`config.mk`:
```
export PLATFORM = sky130hd
export DESIGN_NAME = spike_event_packetizer
export DESIGN_NICKNAME = d
export VERILOG_FILES = /design/src/rtl/spike_event_packetizer_pkg.sv /design/src/rtl/snapshot_fifo.sv /design/src/rtl/spike_event_packetizer.sv
export SDC_FILE = /design/constraint.sdc
export NUM_CORES = 1
export LEC_CHECK = 0
export ABC_AREA = 1
export BUFFER_PORTS_ARGS = -buffer_cell sky130_fd_sc_hd__buf_2
export CAP_MARGIN = 25
export CORE_UTILIZATION = 42
export DETAILED_ROUTE_END_ITERATION = 10
export GPL_TIMING_DRIVEN = 1
export PLACE_DENSITY_LB_ADDON = 0.25
export SLEW_MARGIN = 10
export SYNTH_ARGS = -nofsm -noshare
export SYNTH_HDL_FRONTEND = slang
export SYNTH_HIERARCHICAL = 1
export SYNTH_SLANG_ARGS = --single-unit
```
`constraint.sdc`:
```
create_clock -name clk -period 8.2 [get_ports clk]
set_input_delay 1.64 -clock clk [delete_from_list [all_inputs] [get_ports clk]]
set_output_delay 1.64 -clock clk [all_outputs]
set_load 0.02 [all_outputs]
```
`src/rtl/spike_event_packetizer_pkg.sv`:
```
// Shared types for the spike/event packetizer: packet constants, snapshot layout
// and serializer state encoding.
package spike_event_packetizer_pkg;

    localparam logic [3:0] PKT_HDR   = 4'hA;
    localparam int         PKT_BYTES = 4;
    localparam int         SNAP_W    = 28;

    typedef struct packed {
        logic [3:0]  spike;
        logic [7:0]  evt;
        logic [15:0] ts;
    } snapshot_t;

    typedef enum logic [2:0] {
        ST_IDLE,
        ST_B0,
        ST_B1,
        ST_B2,
        ST_B3
    } state_e;

endpackage

```
`src/rtl/snapshot_fifo.sv`:
```
// Synchronous snapshot FIFO; a push while full is accepted only when a pop
// happens on the same edge, otherwise it is reported on drop_o.
module snapshot_fifo #(
    parameter int WIDTH = 28,
    parameter int DEPTH = 4
) (
    input  logic             clk,
    input  logic             rst_n,
    input  logic             push_i,
    input  logic             pop_i,
    input  logic [WIDTH-1:0] din_i,
    output logic [WIDTH-1:0] dout_o,
    output logic             empty_o,
    output logic             drop_o
);

    localparam int AW = $clog2(DEPTH);

    logic [AW-1:0]    wr_ptr_q, wr_ptr_d;
    logic [AW-1:0]    rd_ptr_q, rd_ptr_d;
    logic [AW:0]      count_q, count_d;
    logic [WIDTH-1:0] mem_q [DEPTH];
    logic             full;
    logic             do_push;
    logic             do_pop;

    assign empty_o = (count_q == '0);
    assign full    = (count_q == (AW+1)'(DEPTH));
    assign do_pop  = pop_i && !empty_o;
    // Full/empty come from pre-edge occupancy, so a same-edge pop frees a slot.
    assign do_push = push_i && (!full || do_pop);
    assign drop_o  = push_i && !do_push;
    assign dout_o  = mem_q[rd_ptr_q];

    always_comb begin
        wr_ptr_d = wr_ptr_q;
        rd_ptr_d = rd_ptr_q;
        count_d  = count_q;
        if (do_push) wr_ptr_d = wr_ptr_q + AW'(1);
        if (do_pop)  rd_ptr_d = rd_ptr_q + AW'(1);
        case ({do_push, do_pop})
            2'b10:   count_d = count_q + (AW+1)'(1);
            2'b01:   count_d = count_q - (AW+1)'(1);
            default: count_d = count_q;
        endcase
    end

    always_ff @(posedge clk or negedge rst_n) begin
        if (!rst_n) begin
            wr_ptr_q <= '0;
            rd_ptr_q <= '0;
            count_q  <= '0;
        end else begin
            wr_ptr_q <= wr_ptr_d;
            rd_ptr_q <= rd_ptr_d;
            count_q  <= count_d;
        end
    end

    always_ff @(posedge clk) begin
        if (do_push) mem_q[wr_ptr_q] <= din_i;
    end

endmodule

```
`src/rtl/spike_event_packetizer.sv`:
```
// Timestamps active spike/event cycles, buffers the snapshots and serializes
// each one as a 4-byte packet on a byte-wide valid/ready stream.
module spike_event_packetizer
    import spike_event_packetizer_pkg::*;
#(
    parameter int NUM_UNITS  = 4,
    parameter int EVT_WIDTH  = 2,
    parameter int TS_WIDTH   = 16,
    parameter int FIFO_DEPTH = 4
) (
    input  logic                           clk,
    input  logic                           rst_n,
    input  logic                           enable,
    input  logic                           sample_strobe,
    input  logic [NUM_UNITS-1:0]           spike_detection_array,
    input  logic [NUM_UNITS*EVT_WIDTH-1:0] event_out_array,
    output logic [7:0]                     out_byte,
    output logic                           out_valid,
    input  logic                           out_ready,
    output logic                           out_last,
    output logic                           overflow,
    output logic [7:0]                     drop_count,
    input  logic                           clear_status
);

    logic [TS_WIDTH-1:0] ts_q;
    state_e              state_q, state_d;
    snapshot_t           pkt_q;
    snapshot_t           snap_in;
    snapshot_t           fifo_dout;
    logic                fifo_empty;
    logic                fifo_drop;
    logic                active;
    logic                pop;
    logic                fire;
    logic                overflow_q;
    logic [7:0]          drop_cnt_q;

    always_ff @(posedge clk or negedge rst_n) begin
        if (!rst_n)             ts_q <= '0;
        else if (sample_strobe) ts_q <= ts_q + TS_WIDTH'(1);
    end

    // The snapshot carries the timestamp as it was before this edge's increment.
    assign active        = enable && ((|spike_detection_array) || (|event_out_array));
    assign snap_in.spike = spike_detection_array;
    assign snap_in.evt   = event_out_array;
    assign snap_in.ts    = ts_q;

    snapshot_fifo #(
        .WIDTH (SNAP_W),
        .DEPTH (FIFO_DEPTH)
    ) u_fifo (
        .clk     (clk),
        .rst_n   (rst_n),
        .push_i  (active),
        .pop_i   (pop),
        .din_i   (snap_in),
        .dout_o  (fifo_dout),
        .empty_o (fifo_empty),
        .drop_o  (fifo_drop)
    );

    assign out_valid = (state_q != ST_IDLE);
    assign out_last  = (state_q == ST_B3);
    assign fire      = out_valid && out_ready;

    always_comb begin
        state_d = state_q;
        pop     = 1'b0;
        case (state_q)
            ST_IDLE: if (!fifo_empty) begin
                pop     = 1'b1;
                state_d = ST_B0;
            end
            ST_B0: if (fire) state_d = ST_B1;
            ST_B1: if (fire) state_d = ST_B2;
            ST_B2: if (fire) state_d = ST_B3;
            // Chaining straight into the next B0 keeps back-to-back packets gap-free.
            ST_B3: if (fire) begin
                if (!fifo_empty) begin
                    pop     = 1'b1;
                    state_d = ST_B0;
                end else begin
                    state_d = ST_IDLE;
                end
            end
            default: state_d = ST_IDLE;
        endcase
    end

    always_ff @(posedge clk or negedge rst_n) begin
        if (!rst_n) state_q <= ST_IDLE;
        else        state_q <= state_d;
    end

    always_ff @(posedge clk) begin
        if (pop) pkt_q <= fifo_dout;
    end

    always_comb begin
        out_byte = 8'h00;
        case (state_q)
            ST_B0:   out_byte = {PKT_HDR, pkt_q.spike};
            ST_B1:   out_byte = pkt_q.evt;
            ST_B2:   out_byte = pkt_q.ts[15:8];
            ST_B3:   out_byte = pkt_q.ts[7:0];
            default: out_byte = 8'h00;
        endcase
    end

    always_ff @(posedge clk or negedge rst_n) begin
        if (!rst_n) begin
            overflow_q <= 1'b0;
            drop_cnt_q <= 8'h00;
        end else if (clear_status) begin
            overflow_q <= 1'b0;
            drop_cnt_q <= 8'h00;
        end else if (fifo_drop) begin
            overflow_q <= 1'b1;
            if (drop_cnt_q != 8'hFF) drop_cnt_q <= drop_cnt_q + 8'h01;
        end
    end

    assign overflow   = overflow_q;
    assign drop_count = drop_cnt_q;

endmodule

```
==> summary.md, run 1 <==
| Metric | Value |
|---|---|
| FP Rows | `48` |
| M1 WL | `6577 um` |
| Worst Clk Skew | `0.007473 ns` |
| Status | `completed` |
| Placed Area | `7899 um^2` |
| RSZ-0062 raised after global routing | `false` |
| Slowest-stage cell, CP | `a21oi_4` |
| Layout cells sized above 1 | `15.55%` |
| CTS Buf Count | `17` |
| Power density cells | `369.3 nW/um^2` |
| Final worst path period share | `approximately 49%` |
| Simple-gate share of the synthesized area | `16.66%` |
| H-tree levels | `4` |
| Drt first pass iters | `5` |
| Worst r2r src | `u_fifo/count_q[0]` |
| Vias in the first global route | `4505` |
| Starting Density | `~43%` |
| Setup TNS Final | `0 ns` |
| CP Max Fanout | `32` |
| WP data arrival | `4.14 ns` |
| Fmax | `between 200 and 250 MHz` |
| Global-route wire length before repair | `23290 um` |
| Vias | `4670` |
| Tmin final | `about 4.0 ns` |
| Dominant synthesized flop cell | `edfxtp_1` |
| Met3 WL | `approximately 510 um` |
| Synth cell types | `36` |
| Dpl hpwl | `9649 um` |
| Max VDD drop | `230.2 uV` |
| Non-Filler Instances | `939` |
| Adder-Cell Fraction of Synth Area | `1.434%` |
| Number of vias per cell | `4.973` |
| Die area | `around 18000 um^2` |
| Max-capacitance violation count | `0` |
| CP endpoint | `u_fifo/mem_q[3][12]` |
| Post-synthesis mux area share | `0%` |
| # DRC | `0` |
| All-Layer GR Usage | `17.29%` |
| WL met2 | `7434 um` |
| Critical-path cell list | `buf_2, inv_1, a21oi_4, nor2_1, nand2_1, nand2_1, nor2_2, buf_4` |
| Postcts setup bufs | `0` |
| Initial drt markers | `274` |
| Die Width | `~140 um` |
| Synthesized net count | `685` |
| CTS tree | `built` |
| Flops & latches, synth | `175` |
| Root buffer cell | `clkbuf_16` |
| ANT nets after route | `0` |
| Cell area after synthesis | `7503 um^2` |
| Hold buffer count at cts | `0` |
| Synth Area in Compound Gates | `roughly 7.4%` |
| Die Y | `135.7 um` |
| Post-synthesis sequential area ratio | `67.70%` |
| Inst Count DP | `907` |
| EDFF count, synth | `140` |
| RR Endpoint | `u_fifo/mem_q[3][12]` |
| IO Port Bufs | `36` |
| Layout area overhead | `13.94%` |
| Hold Vio Cnt, Final | `0` |
| Initial antenna violation count | `0` |
| XOR/XNOR Fraction of Synth Area | `1.401%` |
| Core area | `17360 um^2` |
| CP required | `8.31 ns` |
| Crit end category | `flip-flop` |
| Grt total ovfl | `0` |
| HP Start | `u_fifo/count_q[0]` |
| Reg2reg setup slack | `4.74 ns` |
| Syn_area_per_cell | `~11 um^2` |
| # IOs | `37` |
| Synth async-reset ratio | `20.00%` |
| Top routing layer used | `met4` |
| Reg clk slew, reported paths | `about 0.06 ns` |
| Final instance area | `8549 um^2` |
| Final setup fails | `0` |
| CP Launch Point | `out_ready` |
| Worst Reg-to-Reg Cells | `11` |
| Gpl congestion | `0.7713` |
| Crit start category | `input pin` |
| DR WL/cell | `between 15 and 20 um` |
| Tightest Pin Transition | `1.018 ns` |
| Largest net degree at the start of global routing | `63` |
| Pins Over Slew Limit | `0` |
| Latest clock arrival within the worst-skew pair | `0.43 ns` |
| P_leak | `between 0.003 and 0.004 uW` |
| CP max stage delay | `~0.80 ns` |
| FILL cells | `approximately 1500` |
| Clock Tree Buf Depth | `2` |
| Sinks on Clock Net | `about 180` |
| Routed wire length | `14800 um` |
| Most common cell on crit path | `nand2_1` |
| Largest family of logic cells by synthesized area | `simple AND/OR/NAND/NOR gates` |
| Min-Delay Path Class | `flip-flop to flip-flop` |
| Cells after synthesis | `659` |
| Crit path kind | `input pin to flip-flop` |
| Nets | `approximately 730` |
| # resized after CTS | `0` |
| Antenna diodes | `0` |
| Max_slew headroom | `31.99%` |
| Yosys warnings | `6` |
flip-flops by register name, summed over array words and instances, names as in the netlist:
signal / count
u_fifo/mem_q: 112
u_fifo/count_q: 3
u_fifo/rd_ptr_q: 2
overflow: 1
state_q: 3
u_fifo/wr_ptr_q: 2
drop_count: 8
ts_q: 16
pkt_q: 28
per-layer routing:
metal | up-vias | GRT usage [%]
met4 | 0 | 7.179
met5 | - | 0
li1 | 2298 | -
met2 | 72 | 28.88
met3 | 24 | 4.040
met1 | 2276 | 21.49
stage by stage:
stage | utilization, % | worst slack [ns] | hold slack, ns | total power, uW
2_1_floorplan | - | 2.872 | 0.4417 | 2021
3_3_place_gp | 45.51 | 3.810 | 0.4595 | 2267
3_5_place_dp | 45.51 | 3.728 | 0.4743 | 2295
4_1_cts | 49.26 | 4.202 | 0.4905 | 3189
5_1_grt | 49.26 | 3.926 | 0.5005 | 3335
6_report | 49.26 | 4.175 | 0.5037 | 3157
cell usage after synthesis (2+ instances only):
cell	number	area (um^2)
xnor2_1	5	43.79
nor2_1	84	315.3
buf_6	7	78.83
inv_2	2	7.510
nand3_2	2	20.02
o21ai_1	2	10.01
clkinv_1	2	7.510
ha_1	7	87.58
nand2_1	170	638.1
nand2_2	3	18.77
nand3b_1	2	15.01
o211ai_2	19	237.7
clkbuf_1	4	15.01
nand4_1	10	62.56
inv_1	67	251.5
o211ai_1	9	67.56
nand3_1	20	100.1
dfrtp_1	35	875.8
edfxtp_1	140	4204
nor2_4	3	33.78
buf_2	8	40.04
a21oi_1	2	10.01
xor2_1	7	61.31
o21ai_0	37	185.2
placed cells by master (no fill, tap or decap), types with 3 or more instances in the layout:
cell type / instances
nand2_1: 170
edfxtp_1: 140
nor2_1: 80
inv_1: 67
o21ai_0: 37
buf_2: 36
dfrtp_1: 34
nand3_1: 20
o211ai_2: 19
clkbuf_16: 17
nand4_1: 10
o211ai_1: 9
xor2_1: 7
ha_1: 7
buf_4: 7
bufinv_16: 6
clkinv_1: 5
nor2_2: 5
xnor2_1: 5
nand2_2: 3
nor2_4: 3
critical path, delay by kind of cell:
kind / cells / cell delay, ns
AO/OA/AOI/OAI: 1 / 0.80
buffers and inverters: 3 / 0.55
AND/OR/NAND/NOR: 4 / 1.13
how the worst min path moves through the flow:
stage | endpoint | cells past startpoint | slack, ns
final | u_fifo/count_q[0] | 1 | 0.50
after global routing | u_fifo/count_q[2] | 2 | 0.50
after CTS | u_fifo/count_q[2] | 2 | 0.49
after detailed placement | u_fifo/count_q[2] | 2 | 0.47
after global placement | u_fifo/count_q[2] | 2 | 0.46
after floorplan | u_fifo/count_q[2] | 2 | 0.44
report_power, final:
| part | leakage (uW) | switching, uW | internal (uW) |
|---|---|---|---|
| clock | 0.000313 | 323 | 567 |
| sequential | 0.00175 | 125 | 1270 |
| combinational | 0.00143 | 623 | 248 |
| total | 0.00350 | 1070 | 2090 |
layout make-up:
class | count | area (um^2) | area share [%]
flip-flops and latches | 175 | 5081 | 59.43
multi-input cells | 393 | 2037 | 23.83
clock buffers | 19 | 432.9 | 5.064
well taps | 225 | 281.5 | 3.293
inverters | 71 | 266.5 | 3.117
repair buffers | 43 | 232.7 | 2.722
clock inverters | 13 | 217.7 | 2.546
cell families after synthesis:
| logic type | Yosys count |
|---|---|
| flip-flops | 175 |
| buffers and inverters | 91 |
| AND/OR/NAND/NOR | 299 |
| adder cells (fa/ha/maj) | 8 |
| XOR/XNOR | 12 |
| AO/OA/AOI/OAI | 74 |
Note: power is estimated with default switching activity, not from simulation.
==> run 2: changes to the inputs <==
==> constraint.sdc (replaced) <==
create_clock -name clk -period 3.4 [get_ports clk]
set_input_delay 0.68 -clock clk [delete_from_list [all_inputs] [get_ports clk]]
set_output_delay 0.68 -clock clk [all_outputs]
set_load 0.02 [all_outputs]
==> run 2 against run 1 <==
Against the previous run: highest routed layer unchanged; critical endpoint is now out_byte[1]; power grew 140%; worst hold slack lost 0.14 ns; final area grew 0.10%; final cell count grew 0.43%; flip-flop and latch count is the same; global-route usage grew 0.079 points; worst setup slack lost 3.4 ns; routed wire length grew 0.22%.
==> summary.md, run 2 (same netlist as run 1, synthesis figures left out) <==
| Metric | Value |
|---|---|
| Status | `completed` |
| Grt total ovfl | `0` |
| Root buffer cell | `clkbuf_16` |
| CP max stage delay | `about 0.43 ns` |
| Global-route wire length before repair | `23600 um` |
| Critical-path cell list | `inv_1, nand3_1, inv_1, nand2_1, nand4_1, buf_2` |
| Register area | `about 5100 um^2` |
| IO Port Bufs | `36` |
| CP Max Fanout | `6` |
| Worst Clk Skew | `0.01070 ns` |
| Clock Tree Buf Depth | `2` |
| Leading cell type in the layout, fill and taps excluded | `nand2_1` |
| Dpl ws | `approximately 0.63 ns` |
| RSZ-0062 raised after global routing | `false` |
| CTS Buf Count | `17` |
| Inst Count DP | `911` |
| Drt first pass iters | `4` |
| Power density cells | `between 800 and 900 nW/um^2` |
| ANT nets after route | `0` |
| Gpl congestion | `0.7652` |
| Largest reg by FF count | `u_fifo/mem_q` |
| FILL cells | `around 1500` |
| Internal power | `4882 uW` |
| CP required | `2.72 ns` |
| # IOs | `37` |
| Biggest regs | `u_fifo/mem_q: 112 flops, pkt_q: 28 flops, ts_q: 16 flops` |
| Setup ws final | `0.8062 ns` |
| Die area | `18400 um^2` |
| Max FFs per register | `112` |
| Final setup fails | `0` |
| DR WL/cell | `15.73 um` |
| Initial antenna violation count | `0` |
| CTS tree | `built` |
| Layout area overhead | `14.06%` |
| Max_slew headroom | `between 40% and 50%` |
| Routed wire length | `between 10000 and 15000 um` |
| Setup TNS Final | `0 ns` |
| Non-Filler Instances | `between 900 and 1000` |
| Vias in the first global route | `roughly 4600` |
| Crit path kind | `flip-flop to primary output` |
| Tmin final | `2.594 ns` |
| Layout cells sized above 1 | `around 16%` |
| Postcts setup bufs | `0` |
| Initial drt markers | `179` |
| Hold Vio Cnt, Final | `0` |
| Vias | `approximately 4600` |
| Fmax | `385.5 MHz` |
| Dpl hpwl | `9360 um` |
| Area of the multi-input gates | `2037 um^2` |
| Final core utilization | `49.31%` |
| All-Layer GR Usage | `17.37%` |
| # resized after CTS | `0` |
| Most frequent cells in the layout | `nand2_1, edfxtp_1, nor2_1, inv_1, o21ai_0` |
| Psw | `2579 uW` |
| Max-capacitance violation count | `0` |
| Reg clk slew, reported paths | `0.06 ns` |
| Sinks on Clock Net | `between 150 and 200` |
| P_leak | `0.003499 uW` |
| Largest net degree at the start of global routing | `87` |
| Hold buffer count at cts | `0` |
| Crit start category | `flip-flop` |
| Crit end category | `primary output` |
| Slowest-stage cell, CP | `dfrtp_1` |
| Switching share of power | `34.57%` |
| WHS | `around 0.37 ns` |
| # DRC | `0` |
| Most common cell on crit path | `inv_1` |
| FP Rows | `48` |
| Tightest Pin Transition | `between 0.8 and 0.9 ns` |
| Starting Density | `a little over two fifths` |
| Antenna diodes | `0` |
| Pins Over Slew Limit | `0` |
| Nets | `approximately 730` |
| Clock share of power | `26.4%` |
| Latest clock arrival within the worst-skew pair | `0.43 ns` |
| Die Y | `135.7 um` |
| Number of vias per cell | `just under 5` |
| Combinational cell fraction of total power | `28.4%` |
| H-tree levels | `4` |
| Final worst path period share | `76.29%` |
| Die Width | `135.7 um` |
| Core area | `between 15000 and 20000 um^2` |
| WP data arrival | `1.91 ns` |
| Max VDD drop | `545.4 uV` |
| Min-Delay Path Class | `input pin to async pin` |
| Sequential share of power | `45.3%` |
-- run 2: cell count changes in the layout (fill, tap and decap cells not counted), moves of 2 or more --
cell / delta
clkinv_1: -2
buf_12: +2
inv_6: +2
buf_4: +2
bufinv_16: -3
clkinvlp_4: +2
-- run 2: layout make-up --
type                            count  area share (%)
Clock buffer                       19           5.175
Clock inverter                     13           1.886
Inverter                           71           3.114
Multi-Input combinational cell    393           23.80
Sequential cell                   175           59.37
Tap cell                          225           3.289
Timing Repair Buffer               47           3.363
-- run 2: power groups by stage --
stage                     clock network, uW  logic (uW)  registers (uW)
after global placement                    0        2100            3400
after detailed placement                  0        2140            3420
after global routing                   2080        2370            3440
after CTS                              2000        2150            3380
final                                  1970        2120            3380
after floorplan                           0        1570            3300
-- run 2: metal layers --
| metal | wire [um] | global-route usage, % |
|---|---|---|
| met4 | 228 | 6.242 |
| met3 | 594 | 4.302 |
| met1 | 6400 | 21.36 |
| met2 | 7609 | 29.54 |
| met5 | 0 | 0 |
-- run 2: worst max-delay path: cells and delay by family (launching register included) --
kind                   cells  cell delay, ns
DFF                        1            0.43
and+or+nand+nor            3            0.51
buffers and inverters      3            0.56
-- run 2: path summary, 6_finish.rpt --
kind / start / endpoint / slack [ns] / cells past startpoint
max in group asynchronous: rst_n / u_fifo/rd_ptr_q[1] / 2.45 / 1
min in group clk: clear_status / overflow / 0.47 / 2
setup reg to reg: u_fifo/count_q[0] / u_fifo/count_q[2] / 0.83 / 16
setup / recovery: state_q[2] / out_byte[1] / 0.81 / 6
hold / removal: rst_n / u_fifo/count_q[0] / 0.37 / 1
hold reg to reg: u_fifo/count_q[2] / u_fifo/count_q[2] / 0.48 / 2
-- run 2: stage by stage --
stage / instance area [um^2] / total power (uW)
floorplan: 7507 / 4873
global placement: 7954 / 5498
detailed placement: 7954 / 5564
CTS: 8558 / 7539
global route: 8558 / 7887
finish: 8558 / 7461
==> run 3: changes to the inputs <==
==> constraint.sdc (replaced) <==
create_clock -name clk -period 2.4 [get_ports clk]
set_input_delay 0.48 -clock clk [delete_from_list [all_inputs] [get_ports clk]]
set_output_delay 0.48 -clock clk [all_outputs]
set_load 0.02 [all_outputs]
==> run 3 against run 2 <==
Against the previous run: die area did not move; clock skew decreased by 0.0021 ns; highest routed layer unchanged; routed wire length fell by 0.42%; critical path type unchanged; via count rose by 0.47%; register-to-register slack lost 0.60 ns; clock-buffer cell count rose by 1.
==> summary.md, run 3 (same netlist as run 1, synthesis figures left out) <==
| Metric | Value |
|---|---|
| Biggest regs | `u_fifo/mem_q: 112 flops, pkt_q: 28 flops, ts_q: 16 flops` |
| Power density cells | `between 1000 and 1500 nW/um^2` |
| Layout cells sized above 1 | `18.81%` |
| Die area | `18400 um^2` |
| Max-capacitance violation count | `0` |
| Final setup fails | `0` |
| Pins Over Slew Limit | `0` |
| Final worst path period share | `a little over nine tenths` |
| Hold buffer count at cts | `0` |
| Reg clk slew, reported paths | `roughly 0.07 ns` |
| Die Y | `135.7 um` |
| Leading cell type in the layout, fill and taps excluded | `nand2_1` |
| Worst Clk Skew | `0.008554 ns` |
| Layout area overhead | `15.99%` |
| # resized after CTS | `0` |
| Latest clock arrival within the worst-skew pair | `~0.42 ns` |
| Final core utilization | `about 50%` |
| CP Max Fanout | `8` |
| CTS Buf Count | `17` |
| Crit start category | `flip-flop` |
| FP Rows | `48` |
| Hold Vio Cnt, Final | `0` |
| Dpl ws | `roughly 0.027 ns` |
| Routed wire length | `14770 um` |
| Initial antenna violation count | `0` |
| Number of vias per cell | `4.911` |
| Max FFs per register | `112` |
| Starting Density | `a little over two fifths` |
| RSZ-0062 raised after global routing | `false` |
| Setup ws final | `between 0.1 and 0.15 ns` |
| Final instance area | `slightly below 9000 um^2` |
| Global-route wire length before repair | `24030 um` |
| H-tree levels | `4` |
| Largest reg by FF count | `u_fifo/mem_q` |
| Sinks on Clock Net | `175` |
| Vias | `between 4000 and 5000` |
| Die Width | `135.7 um` |
| Vias in the first global route | `4600` |
| Grt total ovfl | `0` |
| CP required | `1.92 ns` |
| Nets | `736` |
| P_leak | `between 0.003 and 0.004 uW` |
| Antenna diodes | `0` |
| WP data arrival | `between 1.5 and 2 ns` |
| Fmax | `roughly 440 MHz` |
| Tightest Pin Transition | `0.8969 ns` |
| Max_slew headroom | `40.21%` |
| Crit path kind | `flip-flop to primary output` |
| Min-Delay Path Class | `input pin to async pin` |
| # IOs | `37` |
| Largest net degree at the start of global routing | `60` |
| CP Launch Point | `state_q[2]` |
| # DRC | `0` |
| Placed Area | `8119 um^2` |
| Root buffer cell | `clkbuf_16` |
| Drt first pass iters | `5` |
| All-Layer GR Usage | `17.60%` |
| Most frequent cells in the layout | `nand2_1, edfxtp_1, nor2_1, inv_1` |
| ANT nets after route | `0` |
| Worst r2r src | `u_fifo/count_q[1]` |
| IO Port Bufs | `36` |
| Dpl hpwl | `~10000 um` |
| Postcts setup bufs | `0` |
| Max VDD drop | `between 600 and 700 uV` |
| CTS tree | `built` |
| Tmin final | `~2.3 ns` |
| Core area | `17360 um^2` |
| DR WL/cell | `15.58 um` |
| Initial drt markers | `309` |
| Status | `completed` |
| Gpl congestion | `0.8412` |
| Clock Tree Buf Depth | `2` |
| Crit end category | `primary output` |
-- run 3: critical path: stages, from the launching register on --
cell and delay (ns):
dfrtp_1 0.43, inv_1 0.18, nand3_1 0.12, inv_1 0.23
nand2_1 0.12, nand4_1 0.12, buf_2 0.18
-- run 3: cell type report --
type,instances,area (um^2)
Clock buffer,20,446.7
Clock inverter,12,122.6
Fill cell,1497,8653
Inverter,71,274.0
Multi-Input combinational cell,393,2097
Sequential cell,175,5081
Tap cell,225,281.5
Timing Repair Buffer,52,400.4
-- run 3: routing by layer --
| metal | vias to the layer above | part of all wire [%] | GRT usage (%) |
|---|---|---|---|
| met2 | 67 | 51 | 29.17 |
| met1 | 2263 | 45 | 23.12 |
| met4 | 0 | 1.2 | 5.993 |
| met5 | - | 0 | 0 |
| li1 | 2313 | - | - |
| met3 | 13 | 2.9 | 3.330 |
-- run 3: power breakdown --
group	total, uW	internal, uW	switching (uW)
clock	2640	1480	1160
combinational	3310	1070	2240
sequential	4740	4340	400
-- run 3: final timing paths --
check | depth (start not counted) | end | slack [ns]
min reg2reg | 2 | u_fifo/count_q[2] | 0.49
max reg2reg | 16 | u_fifo/count_q[2] | 0.23
min in group clk | 1 | u_fifo/mem_q[2][20] | 0.28
max | 6 | out_byte[5] | 0.12
max in group asynchronous | 1 | u_fifo/rd_ptr_q[1] | 1.60
min | 1 | ts_q[0] | 0.19
-- run 3: per-stage QoR --
stage          total power, uW  instances  setup TNS, ns  hold slack (ns)
2_1_floorplan             7000        659         -10.69           0.1844
3_3_place_gp              8039        916       -0.02166           0.4669
3_5_place_dp              8132        916              0           0.4657
4_1_cts                  10790        948              0           0.2119
5_1_grt                  11350        948              0           0.2470
6_report                 10690        948              0           0.1917
